`src/rtl/sram_bus_arbiter.sv`:
```
// Two-port SRAM bus arbiter: host and controller share one single-port SRAM, controller has priority.
// Optional host starvation guard enabled by defining SRAM_ARB_STARVE_EN.
module sram_bus_arbiter #(
    parameter int DW       = 32,
    parameter int AW       = 7,
    parameter int RD_LAT   = 1,
    parameter int MAX_WAIT = 16
) (
    input  logic          clk,
    input  logic          reset,
    input  logic          h_req,
    input  logic          h_wen,
    input  logic [AW-1:0] h_a,
    input  logic [DW-1:0] h_d,
    output logic          h_gnt,
    output logic          h_rvalid,
    output logic [DW-1:0] h_q,
    input  logic          c_req,
    input  logic          c_wen,
    input  logic [AW-1:0] c_a,
    input  logic [DW-1:0] c_d,
    output logic          c_gnt,
    output logic          c_rvalid,
    output logic [DW-1:0] c_q,
    output logic          m_cen,
    output logic          m_wen,
    output logic [AW-1:0] m_a,
    output logic [DW-1:0] m_d,
    input  logic [DW-1:0] m_q,
    output logic [1:0]    owner
);

    // state | meaning
    // IDLE  | bus free, no requester owns it
    // HOST  | host owns the bus
    // CTRL  | controller owns the bus
    // TURN  | RD_LAT-cycle gap so in-flight reads drain before handover
    localparam logic [1:0] ST_IDLE = 2'b00;
    localparam logic [1:0] ST_HOST = 2'b01;
    localparam logic [1:0] ST_CTRL = 2'b10;
    localparam logic [1:0] ST_TURN = 2'b11;

    logic [1:0]        state;
    logic [1:0]        state_nxt;
    logic [1:0]        turn_cnt;
    logic              turn_done;
    logic              h_issue;
    logic              c_issue;
    logic [RD_LAT-1:0] tag_h;
    logic [RD_LAT-1:0] tag_c;
    logic [DW-1:0]     q_dly;
    logic              starve_hit;
    logic              starve_flag;

    assign h_issue   = h_req & h_gnt;
    assign c_issue   = c_req & c_gnt;
    assign turn_done = (turn_cnt == 2'd0);

`ifdef SRAM_ARB_STARVE_EN
    localparam int CW = $clog2(MAX_WAIT + 1);
    logic [CW-1:0] starve_cnt;

    // Fires in the cycle the wait count would reach MAX_WAIT.
    assign starve_hit = (state == ST_CTRL) && h_req && (starve_cnt == CW'(MAX_WAIT - 1));

    always_ff @(posedge clk or negedge reset) begin
        if (!reset) begin
            starve_cnt  <= '0;
            starve_flag <= 1'b0;
        end else begin
            if ((state == ST_CTRL) && h_req)
                starve_cnt <= starve_cnt + 1'b1;
            else
                starve_cnt <= '0;
            if (starve_hit)
                starve_flag <= 1'b1;
            else if ((state == ST_TURN) && turn_done)
                starve_flag <= 1'b0;
        end
    end
`else
    logic unused_max_wait;
    assign unused_max_wait = (MAX_WAIT > 0);
    assign starve_hit      = 1'b0;
    assign starve_flag     = 1'b0;
`endif

    always_comb begin
        state_nxt = state;
        case (state)
            ST_IDLE: begin
                if (c_req)      state_nxt = ST_CTRL;
                else if (h_req) state_nxt = ST_HOST;
            end
            ST_HOST: if (!h_req) state_nxt = ST_TURN;
            ST_CTRL: if (!c_req || starve_hit) state_nxt = ST_TURN;
            ST_TURN: begin
                if (turn_done) begin
                    if (starve_flag && h_req) state_nxt = ST_HOST;
                    else if (c_req)           state_nxt = ST_CTRL;
                    else if (h_req)           state_nxt = ST_HOST;
                    else                      state_nxt = ST_IDLE;
                end
            end
            default: state_nxt = ST_IDLE;
        endcase
    end

    // turn_cnt is a down-counter preloaded outside TURN, so TURN lasts RD_LAT cycles.
    always_ff @(posedge clk or negedge reset) begin
        if (!reset) begin
            state    <= ST_IDLE;
            turn_cnt <= 2'(RD_LAT - 1);
        end else begin
            state <= state_nxt;
            if (state != ST_TURN)
                turn_cnt <= 2'(RD_LAT - 1);
            else if (!turn_done)
                turn_cnt <= turn_cnt - 2'd1;
        end
    end

    assign owner = state;
    assign h_gnt = (state == ST_HOST);
    assign c_gnt = (state == ST_CTRL);

    always_comb begin
        m_cen = 1'b1;
        m_wen = 1'b1;
        m_a   = '0;
        m_d   = '0;
        if (c_issue) begin
            m_cen = 1'b0;
            m_wen = c_wen;
            m_a   = c_a;
            m_d   = c_d;
        end else if (h_issue) begin
            m_cen = 1'b0;
            m_wen = h_wen;
            m_a   = h_a;
            m_d   = h_d;
        end
    end

    // Read tags follow the issuer, not the current owner.
    always_ff @(posedge clk or negedge reset) begin
        if (!reset) begin
            tag_h <= '0;
            tag_c <= '0;
        end else begin
            tag_h[0] <= h_issue & h_wen;
            tag_c[0] <= c_issue & c_wen;
            for (int i = 1; i < RD_LAT; i++) begin
                tag_h[i] <= tag_h[i-1];
                tag_c[i] <= tag_c[i-1];
            end
        end
    end

    assign h_rvalid = tag_h[RD_LAT-1];
    assign c_rvalid = tag_c[RD_LAT-1];

    generate
        if (RD_LAT == 1) begin : g_no_dly
            assign q_dly = m_q;
        end else begin : g_dly
            logic [DW-1:0] dstage [RD_LAT-1];
            always_ff @(posedge clk or negedge reset) begin
                if (!reset) begin
                    for (int i = 0; i < RD_LAT - 1; i++) dstage[i] <= '0;
                end else begin
                    dstage[0] <= m_q;
                    for (int i = 1; i < RD_LAT - 1; i++) dstage[i] <= dstage[i-1];
                end
            end
            assign q_dly = dstage[RD_LAT-2];
        end
    endgenerate

    assign h_q = q_dly;
    assign c_q = q_dly;

endmodule

```
`config.mk`:
```
export PLATFORM = sky130hd
export DESIGN_NAME = sram_bus_arbiter
export DESIGN_NICKNAME = d
export VERILOG_FILES = /design/src/rtl/sram_bus_arbiter.sv
export SDC_FILE = /design/constraint.sdc
export NUM_CORES = 1
export LEC_CHECK = 0
export BUFFER_PORTS_ARGS = -buffer_cell sky130_fd_sc_hd__clkbuf_2
export CAP_MARGIN = 15
export CELL_PAD_IN_SITES_DETAIL_PLACEMENT = 1
export CELL_PAD_IN_SITES_GLOBAL_PLACEMENT = 1
export CORE_MARGIN = 10
export CORE_UTILIZATION = 16
export CTS_CLUSTER_DIAMETER = 40
export DETAILED_ROUTE_END_ITERATION = 8
export HOLD_SLACK_MARGIN = 0.02
export PLACE_DENSITY = 0.93
export SYNTH_ARGS = -nofsm -noshare
export SYNTH_HDL_FRONTEND = slang
export SYNTH_SLANG_ARGS = --single-unit
```
`constraint.sdc`:
```
create_clock -name clk -period 2.18 [get_ports clk]
set_input_delay 0.436 -clock clk [delete_from_list [all_inputs] [get_ports clk]]
set_output_delay 0.436 -clock clk [all_outputs]
set_load 0.1 [all_outputs]
```
**Word level (Yosys, flattened, before mapping)**

Index checks and enable logic that the tools add are counted.

- Input port bits: 116
- Output and inout port bits: 111
- Register bits: 6
- Word-level logic and storage cells: 39

- Bitwise operators: 4
- Muxes and demuxes: 18
- $add $sub $neg: 1
- Reduce and logical (&&, ||, !) cells: 3
- Equal/unequal tests: 9

Operators by type and width:

| kind | number |
|---|---|
| $mux 32 | 2 |
| $mux 2 | 8 |
| $mux 7 | 2 |
| $ne 2x2->1 const B | 4 |
| $pmux 2 s4 | 1 |
| $mux 1 | 5 |
| $and 1x1->1 | 4 |
| $eq 2x2->1 const B | 2 |
| $logic_not 2->1 | 2 |
| $reduce_and 4->1 | 1 |
| $ne 3x3->1 const B | 1 |
| $eq 2x1->1 const B | 1 |
| $ne 2x1->1 const B | 1 |
| $sub 2x1->2 const B | 1 |

**Depth between registers and ports, before layout**

Gate-level depths: netlist of the first run.

- Depth in word-level cells: 4
- Gate-level depth with buffers: 7
- Mapped depth without buffers: 5

**Worst setup path after synthesis of the first run**

No wires, ideal clock.

- Kind: register to output
- Start point: register state[1], in the netlist owner[1]
- End point: output m_wen
- Setup slack: -2.164 ns
- Cell stages (with the launch flop): 7
- Buffers on the path: 2
- Data arrival time: 3.908 ns
- Data required time: 1.744 ns
- Cells stage by stage: dfrtp_1 > inv_1 > ha_1 > and3_1 > clkbuf_1 > buf_2 > a21oi_1

- Longest elaborated chain between the ends: 4
- Elaborated cells on any way between the ends: 6
- Those cells by class: eq/ne (2); mux (2); bitwise (2)

RTL lines:

| item | RTL line | text |
|---|---|---|
| from (decl) | 43 | `logic [1:0] state;` |
| from (signal assigned) | 115 | `state <= state_nxt;` |
| $eq 2x1->1 | 124 | `assign h_gnt = (state == ST_HOST);` |
| net h_gnt | 15 | `output logic h_gnt,` |
| $and 1x1->1 | 55 | `assign h_issue = h_req & h_gnt;` |
| $mux 1 | 137 | `end else if (h_issue) begin` |
| $mux 1 | 132 | `if (c_issue) begin` |
| to (decl) | 26 | `output logic m_wen,` |

The timed path passes the listed nets, and every way through them passes these cells.

**Worst setup path after layout of the first run**

- Start point: register state[0], in the netlist owner[0]
- End point: output m_d[21]

- Longest elaborated chain between the ends: 4
- Elaborated cells on any way between the ends: 6
- Those cells by class: eq/ne (2); mux (2); bitwise (2)

RTL lines:

| item | RTL line | text |
|---|---|---|
| $eq 2x1->1 | 124 |  |
| $and 1x1->1 | 55 |  |
| $mux 32 | 137 |  |
| $mux 32 (*) | 132 |  |
| to (decl) | 28 | `output logic [DW-1:0] m_d,` |

Every way passes the cells marked *; elsewhere a longest branch is shown, timed or not.

==> results.rst, run 1 <==
.. list-table::
   :header-rows: 1

   * - Metric
     - Value
   * - Cell breakdown of the critical path
     - buf_6 > ha_4 > and3_4 > buf_12 > a22o_4 > buf_12
   * - Xor/xnor cell area share of the yosys netlist
     - 0.6737%
   * - Antenna fix cells
     - 0
   * - Violated checks
     - negative setup slack
   * - Total routing usage reported by global routing
     - 10.10%
   * - Syn_nets
     - 277
   * - Synthesized-area fraction occupied by ao, oa, aoi and oai cells
     - 30.70%
   * - Final core occ
     - 35.91%
   * - DR vias
     - 1403
   * - Post-synthesis cell count
     - 154
   * - Die ar.
     - 12130 sq um
   * - PD cells
     - 1647 nW/um^2
   * - Residual overflow from global routing
     - 0
   * - Post-detailed-placement half-perimeter wirelength
     - 6012 microns
   * - Largest net degree at the start of global routing
     - 15
   * - Crit. Startpoint
     - owner[0]
   * - Cell chosen for the clock root
     - sky130_fd_sc_hd__clkbuf_8
   * - Combined area of all synthesized cells
     - 1300 sq um
   * - Number of buffers on the longest clock path
     - 2
   * - # DRC
     - 0
   * - Setup TNS
     - -2.351 ns
   * - Stage delay of the slowest cell on the critical path
     - 0.50 ns
   * - Width of the die
     - 110.1 microns
   * - First-pass GRT wire length
     - 9480 microns
   * - Combinational group share of total power
     - 91.7%
   * - Status
     - finished, violations left
   * - Number of nets in the final layout
     - 352
   * - Worst slew margin relative to its limit
     - 62.80%
   * - DRT Pass-1 Iters
     - 4
   * - Count of buffers added by post-CTS timing repair for setup
     - 0
   * - Peak ir drop on the vdd network
     - 0.0004426 V
   * - Synth Area per Inst
     - 8.442 sq um
   * - Cell with the most instances on the worst path
     - sky130_fd_sc_hd__buf_12
   * - Clock latency of the later-clocked register in the worst-skew pair
     - 0.23 ns
   * - Setup repair after global routing missed its margin
     - yes
   * - Fraction of the mapped netlist area in simple logic gates
     - 5.775%
   * - Arithmetic-cell share of the synthesized area counting full adders, half adders and majority gates
     - 6.737%
   * - Endpoint of the worst-slack reg-to-reg timing path
     - owner[1]
   * - Minimum setup slack in the final design
     - -0.07088 ns
   * - Routed length per instance
     - 20.66 microns
   * - Highest clock rate
     - 0.4443 GHz
   * - Start of the worst register-to-register path
     - owner[1]
   * - Final setup violation count
     - 41
   * - Psw
     - 2.753 mW
   * - Final count of pins violating max slew
     - 0
   * - Flops & latches, synth
     - 6
   * - Core region area
     - 7807 sq um
   * - Clk network pwr share
     - 4.0%
   * - Count of hold-fix buffers inserted at cts
     - 0
   * - Seq/Total Area, Yosys
     - 11.55%
   * - Proportion of total power due to net switching
     - 59.62%
   * - Initial core utilization
     - 16.65%
   * - Skew final
     - 0.006921 ns
   * - Endpoint arrival time on the critical path
     - 1.81 ns
   * - Number of distinct library cells after synthesis
     - 21
   * - Register clock-pin slew on the reported worst setup and hold paths
     - 0.04 ns
   * - Layout cell share with drive strength beyond 1
     - 87.28%
   * - Final weighted congestion of routability-driven global placement
     - 0.7550
   * - Worst hold slack
     - 0.03396 ns
   * - Most common cell after layout, fill and taps aside
     - sky130_fd_sc_hd__clkbuf_2
   * - Count of endpoints failing hold in the final timing report
     - 0
   * - Mux cell area share after synthesis
     - 2.310%
   * - Commonest non-fill, non-tap cells in the layout
     - sky130_fd_sc_hd__clkbuf_2, sky130_fd_sc_hd__buf_12, sky130_fd_sc_hd__a22o_4, sky130_fd_sc_hd__buf_4, sky130_fd_sc_hd__ha_1
   * - R2r setup slk
     - 0.13 ns
   * - Number of port buffers
     - 130
   * - Termination of the worst setup path
     - m_d[21]
   * - CTS tree
     - done
   * - Clock Sink Count
     - 6
   * - # rows
     - 32
   * - Number of H-tree branching levels
     - 1
   * - Maximum Capacitance Violations
     - 0
   * - Worst hold-check path type
     - in2async
   * - Number of global-route vias before repair
     - 1698
   * - CP Capture Type
     - output port
   * - Ratio of routed vias to standard cells
     - 4.252
   * - Required @ worst endpoint
     - 1.74 ns
   * - Syn-to-layout area delta
     - 115.7%
   * - Worst R2R Path Depth
     - 6
   * - Final Routed Wirelength
     - 6817 microns
   * - Inserted Clock Buffers
     - 3
   * - Category of the most critical setup path
     - reg2out
   * - Period utilization
     - 103.3%
   * - Number of top-level pins
     - 227
   * - Number of warnings issued by yosys
     - 0
   * - Antenna Violating Nets Remaining
     - 0
   * - Sequential share of power
     - 4.3%
   * - Combinational family with the most area after synthesis
     - buffers and inverters
   * - Final critical delay including setup and external delays
     - 2.251 ns
   * - Measured slew at the worst slew-check pin
     - 0.5604 ns
   * - Crit-path slowest cell
     - sky130_fd_sc_hd__dfrtp_4
   * - Kind of start point of the critical path
     - flop
   * - Internal portion of total power
     - 1.865 mW
   * - Y dimension of the die
     - 110.1 microns
   * - Critical-path maximum fanout
     - 14
   * - Detailed router's first-iteration violation count
     - 26
   * - Number of antenna violations at the first check in global routing
     - 0
   * - Leak Pwr
     - 1.416 nW
cell families (layout without fill, tap and decap cells):
logic type	Yosys count	in the layout
AO/OA/AOI/OAI	46	46
adder cells (fa/ha/maj)	7	7
AND/OR/NAND/NOR	13	13
buffers and inverters	79	153
multiplexers	2	2
XOR/XNOR	1	1
flip-flops	6	6
critical path, delay by kind of cell, from the launching register on:
| kind | cells | cell delay (ns) |
|---|---|---|
| flops | 1 | 0.50 |
| buf+inv | 3 | 0.48 |
| compound gates | 1 | 0.24 |
| simple gates | 1 | 0.21 |
| fa+ha+maj | 1 | 0.15 |
how the worst min path moves through the flow:
stage                from  endpoint  slack, ns  depth (start not counted)
floorplan           reset  c_rvalid       0.14                          0
global placement    reset  h_rvalid       0.27                          1
detailed placement  reset  h_rvalid       0.27                          1
CTS                 reset  c_rvalid       0.03                          1
global route        reset  c_rvalid       0.04                          1
finish              reset  c_rvalid       0.03                          1
metrics by stage:
step	std cells	total power, mW	instance area [sq um]	setup WS, ns
global route	330	4.764	2804	-0.1086
global placement	325	4.308	2701	0.1275
CTS	330	4.656	2801	-0.07167
floorplan	154	3.568	1718	-0.2578
finish	330	4.617	2804	-0.07088
detailed placement	325	4.378	2701	0.04795
power by group through the flow:
stage               Combinational (mW)  Sequential (mW)  Clock [mW]
floorplan                         3.19            0.374           0
global placement                  4.13            0.183           0
detailed placement                4.19            0.188           0
CTS                               4.27            0.194       0.188
global route                      4.37            0.201       0.193
finish                            4.24            0.197       0.184
cell type report:
| cell class | instances | area (sq um) |
|---|---|---|
| fillers | 873 | 5004 |
| flip-flops and latches | 6 | 157.7 |
| multi-input cells | 69 | 994.7 |
| repair buffers | 144 | 1453 |
| well taps | 102 | 127.6 |
| inverters | 5 | 26.28 |
| clock buffers | 4 | 45.04 |
flip-flops by register name, summed over array words and instances, names as in the netlist:
| register | flops |
|---|---|
| owner | 2 |
| c_rvalid | 1 |
| turn_cnt | 2 |
| h_rvalid | 1 |
cell usage after synthesis (all sizes together):
master | number | area share, %
buf | 69 | 39
and3 | 3 | 1.4
nand2b | 1 | 0.48
a2111oi | 1 | 2.1
a22o | 39 | 26
ha | 7 | 6.7
dfrtp | 6 | 12
nand2 | 3 | 0.87
nor3b | 1 | 0.58
and2 | 3 | 1.6
xnor2 | 1 | 0.67
nor2b | 1 | 0.48
o21ai | 3 | 1.2
clkbuf | 5 | 1.4
mux2 | 2 | 2.3
nor2 | 1 | 0.29
inv | 5 | 1.4
a21oi | 3 | 1.2
layer usage:
| metal | global-route usage (%) | vias to the layer above | wire length, microns |
|---|---|---|---|
| met5 | 0 | - | 0 |
| met4 | 5.413 | 0 | 249 |
| met3 | 3.772 | 37 | 919 |
| met2 | 19.48 | 95 | 3612 |
| met1 | 8.849 | 639 | 2035 |
| li1 | - | 632 | - |
timing repair:
item,4_1_cts,5_1_grt
gates resized for setup,7,1
pin swaps,1,0
endpoints found under the setup margin,41,41
endpoints found under the hold margin,0,0
gates cloned,1,0
(Power assumes the default switching activity.)
==> run 2: changes to the inputs <==
--- a/config.mk
+++ b/config.mk
@@ -15,6 +15,7 @@
 export DETAILED_ROUTE_END_ITERATION = 8
 export HOLD_SLACK_MARGIN = 0.02
 export PLACE_DENSITY = 0.93
+export SETUP_SLACK_MARGIN = 0.2
 export SYNTH_ARGS = -nofsm -noshare
 export SYNTH_HDL_FRONTEND = slang
 export SYNTH_SLANG_ARGS = --single-unit
==> run 2 against run 1 <==
  * The flow still finishes with violations (negative setup slack)
  * Total power shrank 0.21%
  * Sequential share of layout area about the same
  * Critical path depth rose by 1
  * Count of clock-buffer cells in the layout unchanged
  * Clock skew grew 0.0023 ns
  * Die area unchanged
==> results.rst, run 2 (same netlist as run 1, synthesis figures left out) <==
.. list-table::
   :header-rows: 1

   * - Metric
     - Value
   * - Status
     - finished, violations left
   * - Violated checks
     - negative setup slack
   * - Final Routed Wirelength
     - 7068 microns (+3.7%)
   * - Clock latency of the later-clocked register in the worst-skew pair
     - 0.23 ns (about the same)
   * - Number of antenna violations at the first check in global routing
     - 0 (unchanged)
   * - Initial core utilization
     - 16.65% (unchanged)
   * - Cell chosen for the clock root
     - sky130_fd_sc_hd__clkbuf_8
   * - Number of port buffers
     - 130 (unchanged)
   * - Maximum Capacitance Violations
     - 0 (unchanged)
   * - Number of global-route vias before repair
     - 1734 (+2.1%)
   * - Final setup violation count
     - 40 (-2.4%)
   * - CTS tree
     - done
   * - Routed length per instance
     - 21.48 microns (+4.0%)
   * - First-pass GRT wire length
     - 9653 microns (+1.8%)
   * - Endpoint arrival time on the critical path
     - 1.82 ns (about the same)
   * - Largest net degree at the start of global routing
     - 22 (+7)
   * - R2r setup slk
     - 0.17 ns (+0.04 ns)
   * - Final core occ
     - 35.79% (-0.13 points)
   * - Inserted Clock Buffers
     - 3 (unchanged)
   * - # rows
     - 32 (unchanged)
   * - Power Total
     - 4.608 mW (-0.21%)
   * - Critical-path maximum fanout
     - 5 (-9)
   * - Termination of the worst setup path
     - m_a[1]
   * - Register clock-pin slew on the reported worst setup and hold paths
     - 0.04 ns (about the same)
   * - Core region area
     - 7807 sq um (unchanged)
   * - Most common cell after layout, fill and taps aside
     - sky130_fd_sc_hd__clkbuf_2
   * - Start of the worst register-to-register path
     - owner[1]
   * - Stage delay of the slowest cell on the critical path
     - 0.49 ns (about the same)
   * - Count of endpoints failing hold in the final timing report
     - 0 (unchanged)
   * - Category of the most critical setup path
     - reg2out
   * - Width of the die
     - 110.1 microns (unchanged)
   * - Worst slew margin relative to its limit
     - 63.35% (+0.55 points)
   * - Detailed router's first-iteration violation count
     - 36 (+38%)
   * - Layout cell share with drive strength beyond 1
     - 87.67% (+0.38 points)
   * - Total routing usage reported by global routing
     - 10.28% (+0.18 points)
   * - Filler cell count in the final layout
     - 857 (-1.8%)
   * - Post-Place Worst Slack
     - -0.1093 ns (-0.1573 ns)
   * - Crit. Startpoint
     - owner[0]
   * - Ratio of routed vias to standard cells
     - 4.334 (+1.9%)
   * - Number of buffers on the longest clock path
     - 2 (unchanged)
   * - Skew final
     - 0.009237 ns (+0.002316 ns)
   * - Residual overflow from global routing
     - 0 (unchanged)
   * - Setup repair after global routing missed its margin
     - yes
   * - Worst R2R Path Depth
     - 6 (unchanged)
   * - DRT Pass-1 Iters
     - 4 (unchanged)
   * - Number of top-level pins
     - 227 (unchanged)
   * - Highest clock rate
     - 0.4434 GHz (-0.20%)
   * - Post-detailed-placement half-perimeter wirelength
     - 5595 microns (-6.9%)
   * - Period utilization
     - 103.5% (+0.21 points)
   * - Peak ir drop on the vdd network
     - 0.0006348 V (+43%)
   * - Leak Pwr
     - 1.409 nW (-0.55%)
   * - Antenna fix cells
     - 0 (unchanged)
   * - Commonest non-fill, non-tap cells in the layout
     - sky130_fd_sc_hd__clkbuf_2, sky130_fd_sc_hd__buf_12, sky130_fd_sc_hd__a22o_4, sky130_fd_sc_hd__ha_1
   * - Y dimension of the die
     - 110.1 microns (unchanged)
   * - Kind of start point of the critical path
     - flop
   * - Endpoint of the worst-slack reg-to-reg timing path
     - owner[0]
   * - Crit-path slowest cell
     - sky130_fd_sc_hd__dfrtp_4
   * - Final count of pins violating max slew
     - 0 (unchanged)
   * - Number of cells in the design after placement
     - 316 (-2.8%)
   * - Worst hold-check path type
     - in2async
   * - Antenna Violating Nets Remaining
     - 0 (unchanged)
   * - Final critical delay including setup and external delays
     - 2.255 ns (+0.004538 ns)
   * - Cell breakdown of the critical path
     - inv_4 > ha_4 > nand2_2 > and3_4 > clkbuf_16 > a22o_4 > buf_12
   * - PD cells
     - 1649 nW/um^2 (+0.15%)
   * - Final standard cell count with taps included and fillers excluded
     - 329 (-0.30%)
   * - Measured slew at the worst slew-check pin
     - 0.5521 ns (-0.008325 ns)
   * - Final weighted congestion of routability-driven global placement
     - 0.7377 (-2.3%)
   * - # DRC
     - 0 (unchanged)
   * - Syn-to-layout area delta
     - 114.9%
   * - Die ar.
     - 12130 sq um (unchanged)
   * - Number of H-tree branching levels
     - 1 (unchanged)
   * - Number of nets in the final layout
     - 351 (-0.28%)
   * - DR vias
     - 1426 (+1.6%)
   * - Count of hold-fix buffers inserted at cts
     - 0 (unchanged)
   * - Required @ worst endpoint
     - 1.74 ns (about the same)
   * - Clock Sink Count
     - 6 (unchanged)
   * - CP Capture Type
     - output port
   * - Minimum setup slack in the final design
     - -0.07542 ns (-0.004538 ns)
[run 2: metrics by stage]
step / hold WS [ns] / instance area (sq um) / TNS, ns
after floorplan: 0.1404 / 1718 / -7.918
after global placement: 0.2690 / 2609 / -0.8698
after detailed placement: 0.2753 / 2609 / -4.094
after CTS: 0.03009 / 2710 / -2.898
after global routing: 0.03530 / 2794 / -4.804
final: 0.02692 / 2794 / -2.415
[run 2: critical path, delay by kind of cell (launching register included)]
kind            cells  cell delay, ns
compound gates      1            0.23
fa+ha+maj           1            0.15
buf+inv             3            0.41
flops               1            0.49
simple gates        2            0.30
[run 2: timing repair]
item,in CTS,in global routing
setup buffers,0,4
gates resized for setup,6,6
gates cloned,2,3
endpoints found under the hold margin,0,0
pin swaps,0,1
setup endpoints to repair,41,42
[run 2: metal layers]
layer  wire length (microns)  track usage, %
met1                    2255           9.351
met4                     204           4.312
met5                       0               0
met2                    3680           18.97
met3                     928           5.165
[run 2: worst min-delay path by stage]
stage / slack (ns) / from / cells after the start / to
final: 0.03 / reset / 1 / turn_cnt[0]
after global routing: 0.04 / reset / 1 / turn_cnt[0]
after CTS: 0.03 / reset / 1 / turn_cnt[0]
after detailed placement: 0.28 / reset / 1 / h_rvalid
after global placement: 0.27 / reset / 1 / c_rvalid
after floorplan: 0.14 / reset / 0 / c_rvalid
[run 2: layout make-up]
type | count | area (sq um) | share of cell area (%)
Multi-Input combinational cell | 71 | 1015 | 36.32
Sequential cell | 6 | 157.7 | 5.643
Tap cell | 102 | 127.6 | 4.568
Inverter | 5 | 23.77 | 0.8509
Clock buffer | 4 | 45.04 | 1.612
Timing Repair Buffer | 141 | 1425 | 51.01
[run 2: power breakdown]
| group | leakage [nW] | switching (mW) | internal [mW] |
|---|---|---|---|
| Clock | 0.0228 | 0.0563 | 0.126 |
| Combinational | 1.31 | 2.64 | 1.59 |
| Sequential | 0.0770 | 0.0417 | 0.152 |
